**config.mk**
```make
export PLATFORM = sky130hd
export DESIGN_NAME = sd_dac_multi
export DESIGN_NICKNAME = d
export VERILOG_FILES = /design/src/rtl/sd_dac_multi_pkg.sv /design/src/rtl/sd_mod_ch.sv /design/src/rtl/sd_dac_multi.sv
export SDC_FILE = /design/constraint.sdc
export NUM_CORES = 1
export LEC_CHECK = 0
export ABC_AREA = 0
export CAP_MARGIN = 20
export CORE_MARGIN = 2
export CORE_UTILIZATION = 46
export DETAILED_ROUTE_END_ITERATION = 8
export DONT_BUFFER_PORTS = 1
export GPL_ROUTABILITY_DRIVEN = 0
export PLACE_DENSITY_LB_ADDON = 0.15
export SLEW_MARGIN = 25
export SYNTH_ARGS = -nofsm -noshare
export SYNTH_HDL_FRONTEND = slang
export SYNTH_SLANG_ARGS = --single-unit
```
**constraint.sdc**
```tcl
create_clock -name sample_clock -period 25.5 [get_ports sample_clock]
set_input_delay 3.825 -clock sample_clock [delete_from_list [all_inputs] [get_ports sample_clock]]
set_output_delay 3.825 -clock sample_clock [all_outputs]
set_load 0.005 [all_outputs]
```
**src/rtl/sd_dac_multi_pkg.sv**
```systemverilog
// Shared constants and types for the multi-channel sigma-delta DAC.
// Integrator guard width and the modulator order selector.
package sd_dac_multi_pkg;

  localparam int GUARD = 4;

  typedef enum logic {
    ORDER1 = 1'b0,
    ORDER2 = 1'b1
  } order_e;

endpackage

```
**src/rtl/sd_mod_ch.sv**
```systemverilog
// One sigma-delta modulator channel: first order (carry of a phase
// accumulator) or second order (two saturating integrators).
module sd_mod_ch
  import sd_dac_multi_pkg::*;
#(
  parameter int BITDEPTH = 16
) (
  input  logic                sample_clock,
  input  logic                rst,
  input  logic                clr,
  input  order_e              mode,
  input  logic                mute,
  input  logic [BITDEPTH-1:0] x,
  output logic                out
);

  localparam int IW = BITDEPTH + GUARD;
  localparam int SW = IW + 2;
  localparam logic signed [SW-1:0] SAT = SW'(64'sd1 <<< (BITDEPTH + 2));
  localparam logic signed [SW-1:0] FB  = SW'(64'sd1 <<< (BITDEPTH - 1));

  logic signed [BITDEPTH-1:0] xm;
  logic        [BITDEPTH-1:0] u;
  logic        [BITDEPTH:0]   acc;
  logic        [BITDEPTH:0]   acc_n;
  logic signed [IW-1:0]       i1;
  logic signed [IW-1:0]       i2;
  logic signed [IW-1:0]       i1_n;
  logic signed [IW-1:0]       i2_n;
  logic signed [SW-1:0]       xs;
  logic signed [SW-1:0]       fb;
  logic signed [SW-1:0]       s1;
  logic signed [SW-1:0]       s2;
  logic                       q2;

  function automatic logic signed [IW-1:0] sat(
    input logic signed [SW-1:0] v
  );
    if (v > SAT) return IW'(SAT);
    if (v < -SAT) return IW'(-SAT);
    return IW'(v);
  endfunction

  assign xm = mute ? '0 : $signed(x);
  // Offset-binary view of the sample drives the phase accumulator.
  assign u  = {~xm[BITDEPTH-1], xm[BITDEPTH-2:0]};
  assign acc_n = {1'b0, acc[BITDEPTH-1:0]} + {1'b0, u};

  assign xs = SW'(xm);
  assign fb = q2 ? FB : -FB;
  assign s1 = SW'(i1) + xs - fb;
  assign i1_n = sat(s1);
  // Second stage integrates the freshly updated first stage.
  assign s2 = SW'(i2) + SW'(i1_n) - fb;
  assign i2_n = sat(s2);

  assign out = (mode == ORDER2) ? q2 : acc[BITDEPTH];

  always_ff @(posedge sample_clock) begin
    if (rst || clr) begin
      acc <= '0;
      i1  <= '0;
      i2  <= '0;
      q2  <= 1'b0;
    end else if (mode == ORDER2) begin
      i1 <= i1_n;
      i2 <= i2_n;
      q2 <= ~i2_n[IW-1];
    end else begin
      acc <= acc_n;
    end
  end

endmodule

```
**src/rtl/sd_dac_multi.sv**
```systemverilog
// Multi-channel sigma-delta DAC: frame staging, oversampling
// counter and handshake in front of per-channel modulators.
module sd_dac_multi
  import sd_dac_multi_pkg::*;
#(
  parameter int BITDEPTH = 16,
  parameter int CHANNELS = 2,
  parameter int OSR_LOG2 = 8
) (
  input  logic                         sample_clock,
  input  logic                         rst,
  input  logic                         in_valid,
  output logic                         in_ready,
  input  logic [CHANNELS*BITDEPTH-1:0] in_pcm,
  input  logic                         order2,
  input  logic                         mute,
  output logic [CHANNELS-1:0]          out,
  output logic                         frame_tick,
  output logic                         underrun
);

  logic [OSR_LOG2-1:0]          cnt;
  logic                         full;
  logic [CHANNELS*BITDEPTH-1:0] staged;
  logic [CHANNELS*BITDEPTH-1:0] active;
  order_e                       ord_q;
  order_e                       ord_d;
  logic                         clr;
  logic                         accept;

  assign frame_tick = !rst && (&cnt);
  assign underrun   = frame_tick && !full;
  assign in_ready   = !full && !rst;
  assign accept     = in_valid && in_ready;
  // Mode switch restarts every modulator from a clean state.
  assign clr        = (ord_q != ord_d);

  always_ff @(posedge sample_clock) begin
    if (rst) begin
      cnt    <= '0;
      full   <= 1'b0;
      staged <= '0;
      active <= '0;
      ord_q  <= ORDER1;
      ord_d  <= ORDER1;
    end else begin
      cnt   <= cnt + OSR_LOG2'(1);
      ord_q <= order_e'(order2);
      ord_d <= ord_q;
      if (frame_tick && full) begin
        active <= staged;
        full   <= 1'b0;
      end
      if (accept) begin
        staged <= in_pcm;
        full   <= 1'b1;
      end
    end
  end

  for (genvar g = 0; g < CHANNELS; g++) begin : g_ch
    sd_mod_ch #(
      .BITDEPTH(BITDEPTH)
    ) u_mod (
      .sample_clock(sample_clock),
      .rst         (rst),
      .clr         (clr),
      .mode        (ord_q),
      .mute        (mute),
      .x           (active[g*BITDEPTH +: BITDEPTH]),
      .out         (out[g])
    );
  end

endmodule
```
## Word-level counts from Yosys, hierarchy flattened

Cells that the tools add are included.

- Add/sub/neg operators: 11
- Magnitude comparators: 8
- Eq/ne operators: 1
- Muxes and demuxes: 36
- Bitwise gates (word level): 4
- Reduce and logical (&&, ||, !) cells: 10

Operators with widths:

| cell | number |
|---|---|
| two-way mux 20 bit | 16 |
| greater-than comparator 22 x 20 -> 1 bit, second input constant | 4 |
| less-than comparator 22 x 19 -> 1 bit, second input constant | 4 |
| subtractor 22 bit | 4 |
| two-way mux 22 bit | 2 |
| adder 20 x 16 -> 21 bit | 2 |
| adder 20 x 20 -> 21 bit | 2 |
| adder 16 x 16 -> 17 bit | 2 |
| two-way mux 16 bit | 2 |
| two-way mux 1 bit | 16 |
| adder 8 x 1 -> 8 bit, second input constant | 1 |
| AND reduction 8 bit | 1 |
| logical AND 1 bit | 5 |
| inverter 1 bit | 4 |
| zero test 1 bit | 2 |
| nonzero test 2 bit | 1 |
| logical OR 1 bit | 1 |
| inequality test 1 bit | 1 |

- Bits in registers: 191
- Bits of input ports: 37
- Output and inout bits: 5
- Logic and storage cells: 84

## Logic depth before layout (Yosys ltp)

- Depth in word-level cells: 16
- Gate-level depth with buffers: 59

## By module

Synthesis repeated with hierarchy kept, for this count alone.

- Cell total of the unflattened synthesis: 1,834
- Area total of the unflattened synthesis: 14,839.2 µm²

By module, submodules not included:

| module | instances | cells each | area an instance (µm²) |
|---|---|---|---|
| sd_mod_ch (g_ch[1].u_mod) | 1 | 796 | 6,104.6 |
| sd_mod_ch (g_ch[0].u_mod) | 1 | 748 | 5,883.1 |
| sd_dac_multi | 1 | 290 | 2,851.5 |

## Worst setup path before layout

OpenSTA, ideal clock, no wires.

- Kind: input port to flip-flop
- From: input mute
- To: register g_ch[1].u_mod.i2[12]
- Arrival time: 13,936 ps
- Data required time: 25,443 ps
- Path slack: 11,507 ps
- Cell stages on the path: 50
- Path through: buf_4 buf_4 clkbuf_1 clkbuf_1 nor2b_1 ha_1 fa_1 maj3_1 a21oi_1 o21ai_1 o22ai_2 o31ai_1 a21oi_1 o21bai_1 and2_1 o21ai_0 and3_1 nor2_1 [14 not listed] o21ai_0 a2111oi_0 nor3_1 nand2_1 nand2_1 a21oi_1 xnor2_1 fa_1 or4_1 nor4_1 nand2_1 or4_1 or4_1 o41ai_1 nand2_1 o22ai_2 buf_6 a22o_2

- Longest elaborated chain between the ends: 15

RTL lines:

| item | RTL line | RTL |
|---|---|---|
| from (decl) | sd_dac_multi.sv:16 | `input logic mute,` |
| two-way mux 16 bit * | sd_mod_ch.sv:44 | `assign xm = mute ? '0 : $signed(x);` |
| adder 20 x 16 -> 21 bit * | sd_mod_ch.sv:51 | `assign s1 = SW'(i1) + xs - fb;` |
| subtractor 22 bit * | sd_mod_ch.sv:51 |  |
| less-than comparator 22 x 19 -> 1 bit | sd_mod_ch.sv:40 | `if (v < -SAT) return IW'(-SAT);` |
| two-way mux 1 bit (2 in series) | sd_mod_ch.sv:40 |  |
| two-way mux 20 bit | sd_mod_ch.sv:41 | `return IW'(v);` |
| two-way mux 20 bit * | sd_mod_ch.sv:40 |  |
| net g_ch[1].u_mod.i1_n[0] | sd_mod_ch.sv:28 | `logic signed [IW-1:0] i1_n;` |
| adder 20 x 20 -> 21 bit * | sd_mod_ch.sv:54 | `assign s2 = SW'(i2) + SW'(i1_n) - fb;` |
| subtractor 22 bit * | sd_mod_ch.sv:54 |  |
| less-than comparator 22 x 19 -> 1 bit | sd_mod_ch.sv:40 |  |
| two-way mux 1 bit (2 in series) | sd_mod_ch.sv:40 |  |
| two-way mux 20 bit | sd_mod_ch.sv:41 |  |
| two-way mux 20 bit * | sd_mod_ch.sv:40 |  |
| to (signal assigned) | sd_mod_ch.sv:67 | `i2 <= i2_n;` |
| to (decl) | sd_mod_ch.sv:27 | `logic signed [IW-1:0] i2;` |

Mark *: on every way through the listed nets, which the timed path passes. The rest lies on a longest branch. The select of a mux whose other input is x is not followed.
A chain may end at the register's enable or synchronous reset.

## Worst setup path in the final report

- From: input mute
- To: register g_ch[1].u_mod.i2[14]

The elaborated chain is that of the path after synthesis.

==> summary.md <==
| Metric | Value |
|---|---|
| Worst-path clk slew | 0.08 ns |
| Maximum Capacitance Violations | 0 |
| Setup crit start kind | input pin |
| Arrival @ worst endpoint | 14.97 ns |
| Global Route Usage Sum | 20.9% |
| I/O Buffers | 0 |
| DR vias/cell | 5.58 |
| Final net count | 1778 |
| 1st-pass router iterations | 5 |
| Post-route setup TNS | 0 ns |
| TritonCTS clock tree | done |
| Max VDD drop | 0.0385 mV |
| Largest net degree at the start of global routing | 81 |
| Die Wd | 175 um |
| CTS Sinks | 191 |
| Post-synth EDFFs | 0 |
| Post-CTS Resized | 0 |
| Core ar. | 0.0287 sq mm |
| Status | finished clean |
| Top-count cell post-synth | dfxtp_1 |
| Initial antenna violation count | 0 |
| Initial DRC Count | 597 |
| Worst hold-check path type | register to register |
| Worst EP required | 25.90 ns |
| Post-Syn Area | 0.0134 sq mm |
| WP buf/inv | 0 |
| Fraction of layout cells with a size suffix above 1 | 4.98% |
| Synth Instances | 1666 |
| Count of final hold-check violations | 0 |
| Max stage delay on crit path | 0.66 ns |
| Top post-synthesis cells by area | dfxtp_1 28%, ha_1 11%, o21ai_0 5.7%, xnor2_1 4.8%, nand2_1 4.6% |
| FMAX | 68.6 MHz |
| Clock Latency Late Sink | 0.45 ns |
| Kind of cell adding the most delay to the critical path | compound AO/OA/AOI/OAI gates |
| IO Count | 42 |
| Worst hold slack | 0.442 ns |
| Flops & latches, synth | 191 |
| Synth async-reset ratio | 0% |
| Antenna Cells | 0 |
| Final wirelength | 31.4 mm |
| Chip Height | 175 um |
| Initial Util | 46.8% |
| DP HPWL | 22.8 mm |
| Share of the synthesized area in the top cell type | 28.5% |
| Crit path kind | input pin to register |
| Unrepaired setup endpoints after global routing | no |
| Slew Limit Headroom | 36.7% |
| Slowest CP cell | o22ai_2 |
| Hold_buf cts | 0 |
| Yosys top cell by area | dfxtp_1 |
| Die ar. | 0.0306 sq mm |
| Avg Inst Size Synth | 8.06 sq um |
| Distinct cells, synth | 87 |
| Total leakage power | 5.98 nW |
| Area growth from synthesis to layout | 6.12% |
| Fin crit period | 14.57 ns |
| Detailed-route wire length per cell | 15.6 um |
| Clk root buf | clkbuf_16 |
| Detailed-route via count | 11200 |
| Vias in the first global route | 10600 |
| Syn Nets | 1832 |
| H-tree depth | 4 |
| CTS Buffer Depth | 2 |
| Post-synthesis sequential area ratio | 28.5% |
| Synth Warn # | 0 |
| Grt ovf | 0 |
| Fin crit share | 57.1% |
| DRC | 0 |
| Crit-path max FO | 46 |
| Crit path top cell by count | nand2_1 |
| Row Count | 62 |
| Synth Flop Type | dfxtp_1 |
| Critical path endpoint category | register |
| Worst-Margin Slew | 0.949 ns |
| # Post-CTS Setup Buffers | 0 |
| Worst clock skew | 0.0125 ns |
| Pwr Density | 50.2 mW/mm^2 |
| Post-synth top cells | 191 x dfxtp_1, 164 x nand2_1, 154 x o21ai_0, 121 x ha_1, 121 x nor2_1 |
| Post-route ant nets | 0 |
| Setup violators final | 0 |
| Cts bufs inserted | 17 |
| First-pass GRT wire length | 53.0 mm |
| Max Transition Viols Final | 0 |
cells by family (layout without fill, tap and decap cells):
| group | Yosys count | count (layout) | share of synthesized area (%) |
|---|---|---|---|
| compound gates | 505 | 505 | 24.7 |
| flops | 191 | 191 | 28.5 |
| simple gates | 559 | 559 | 20.6 |
| mux | 19 | 19 | 1.48 |
| buf+inv | 139 | 98 | 4.18 |
| xor+xnor | 116 | 116 | 7.57 |
| fa+ha+maj | 137 | 137 | 13.1 |
area by class of cell:
type | count | area (sq um)
Fill cell | 2789 | 14500
Timing Repair Buffer | 8 | 80.1
Multi-Input combinational cell | 1336 | 9050
Tap cell | 384 | 480
Clock buffer | 18 | 429
Sequential cell | 191 | 3820
Clock inverter | 14 | 163
Inverter | 58 | 218
final timing paths:
check	startpoint	endpoint	slack, ns	depth (start not counted)
setup / recovery	mute	g_ch[1].u_mod.i2[14]	10.93	47
hold / removal	cnt[0]	cnt[0]	0.44	1
setup reg to reg	active[16]	g_ch[1].u_mod.i2[14]	13.90	47
hold reg to reg	cnt[0]	cnt[0]	0.44	1
per-layer routing:
| metal | GRT usage, % | routed length, um | share of wire, % | vias up |
|---|---|---|---|---|
| met5 | 0 | 0 | 0 | - |
| met4 | 5.35 | 474 | 1.5 | 0 |
| li1 | - | - | - | 5829 |
| met3 | 3.37 | 997 | 3.2 | 32 |
| met1 | 30.1 | 16300 | 52 | 5171 |
| met2 | 32.4 | 13600 | 43 | 169 |
state kept, by name (all words and copies together) (netlist names):
name            cells
g_ch.u_mod.q2       2
full                1
staged             32
g_ch.u_mod.acc     34
ord_d               1
g_ch.u_mod.i1      40
cnt                 8
ord_q               1
g_ch.u_mod.i2      40
active             32
power by group:
part,switching [W],internal (W)
Sequential,0.00000646,0.000306
Combinational,0.0000822,0.0000508
Clock,0.000138,0.000132
Total,0.000227,0.000489
placed cells by master (no fill, tap or decap), types with 15 or more instances in the layout:
cell type / count
dfxtp_1: 190
nand2_1: 164
inv_1: 55
a21oi_1: 100
nand2b_1: 75
xnor2_1: 74
o31ai_1: 22
o21a_1: 18
o21bai_1: 23
ha_1: 121
a21o_1: 33
xor2_1: 42
mux2i_1: 15
nor2_1: 120
nand3_1: 26
nor3_1: 32
a22o_1: 37
clkbuf_16: 17
nor2b_1: 51
o21ai_0: 154
a31oi_1: 15
worst register-to-register path: cells and delay by family, from the launching register on:
kind                     cells  cell delay, ns
AND/OR/NAND/NOR             15            2.31
XOR/XNOR                     1            0.17
multiplexers                 2            0.65
flip-flops                   1            0.32
AO/OA/AOI/OAI               22            5.71
adder cells (fa/ha/maj)      7            2.38
per-stage QoR:
stage	util, %	instances	instance area [sq um]	total power, W	setup WS, ns
2_1_floorplan	-	1666	13400	0.000424	11.51
3_3_place_gp	47.5	1976	13600	0.000449	10.55
3_5_place_dp	47.5	1976	13600	0.000450	10.51
4_1_cts	49.5	2008	14200	0.000722	10.91
5_1_grt	49.6	2009	14200	0.000752	9.83
6_report	49.6	2009	14200	0.000716	10.93
Power figures use the tool's default switching activity.
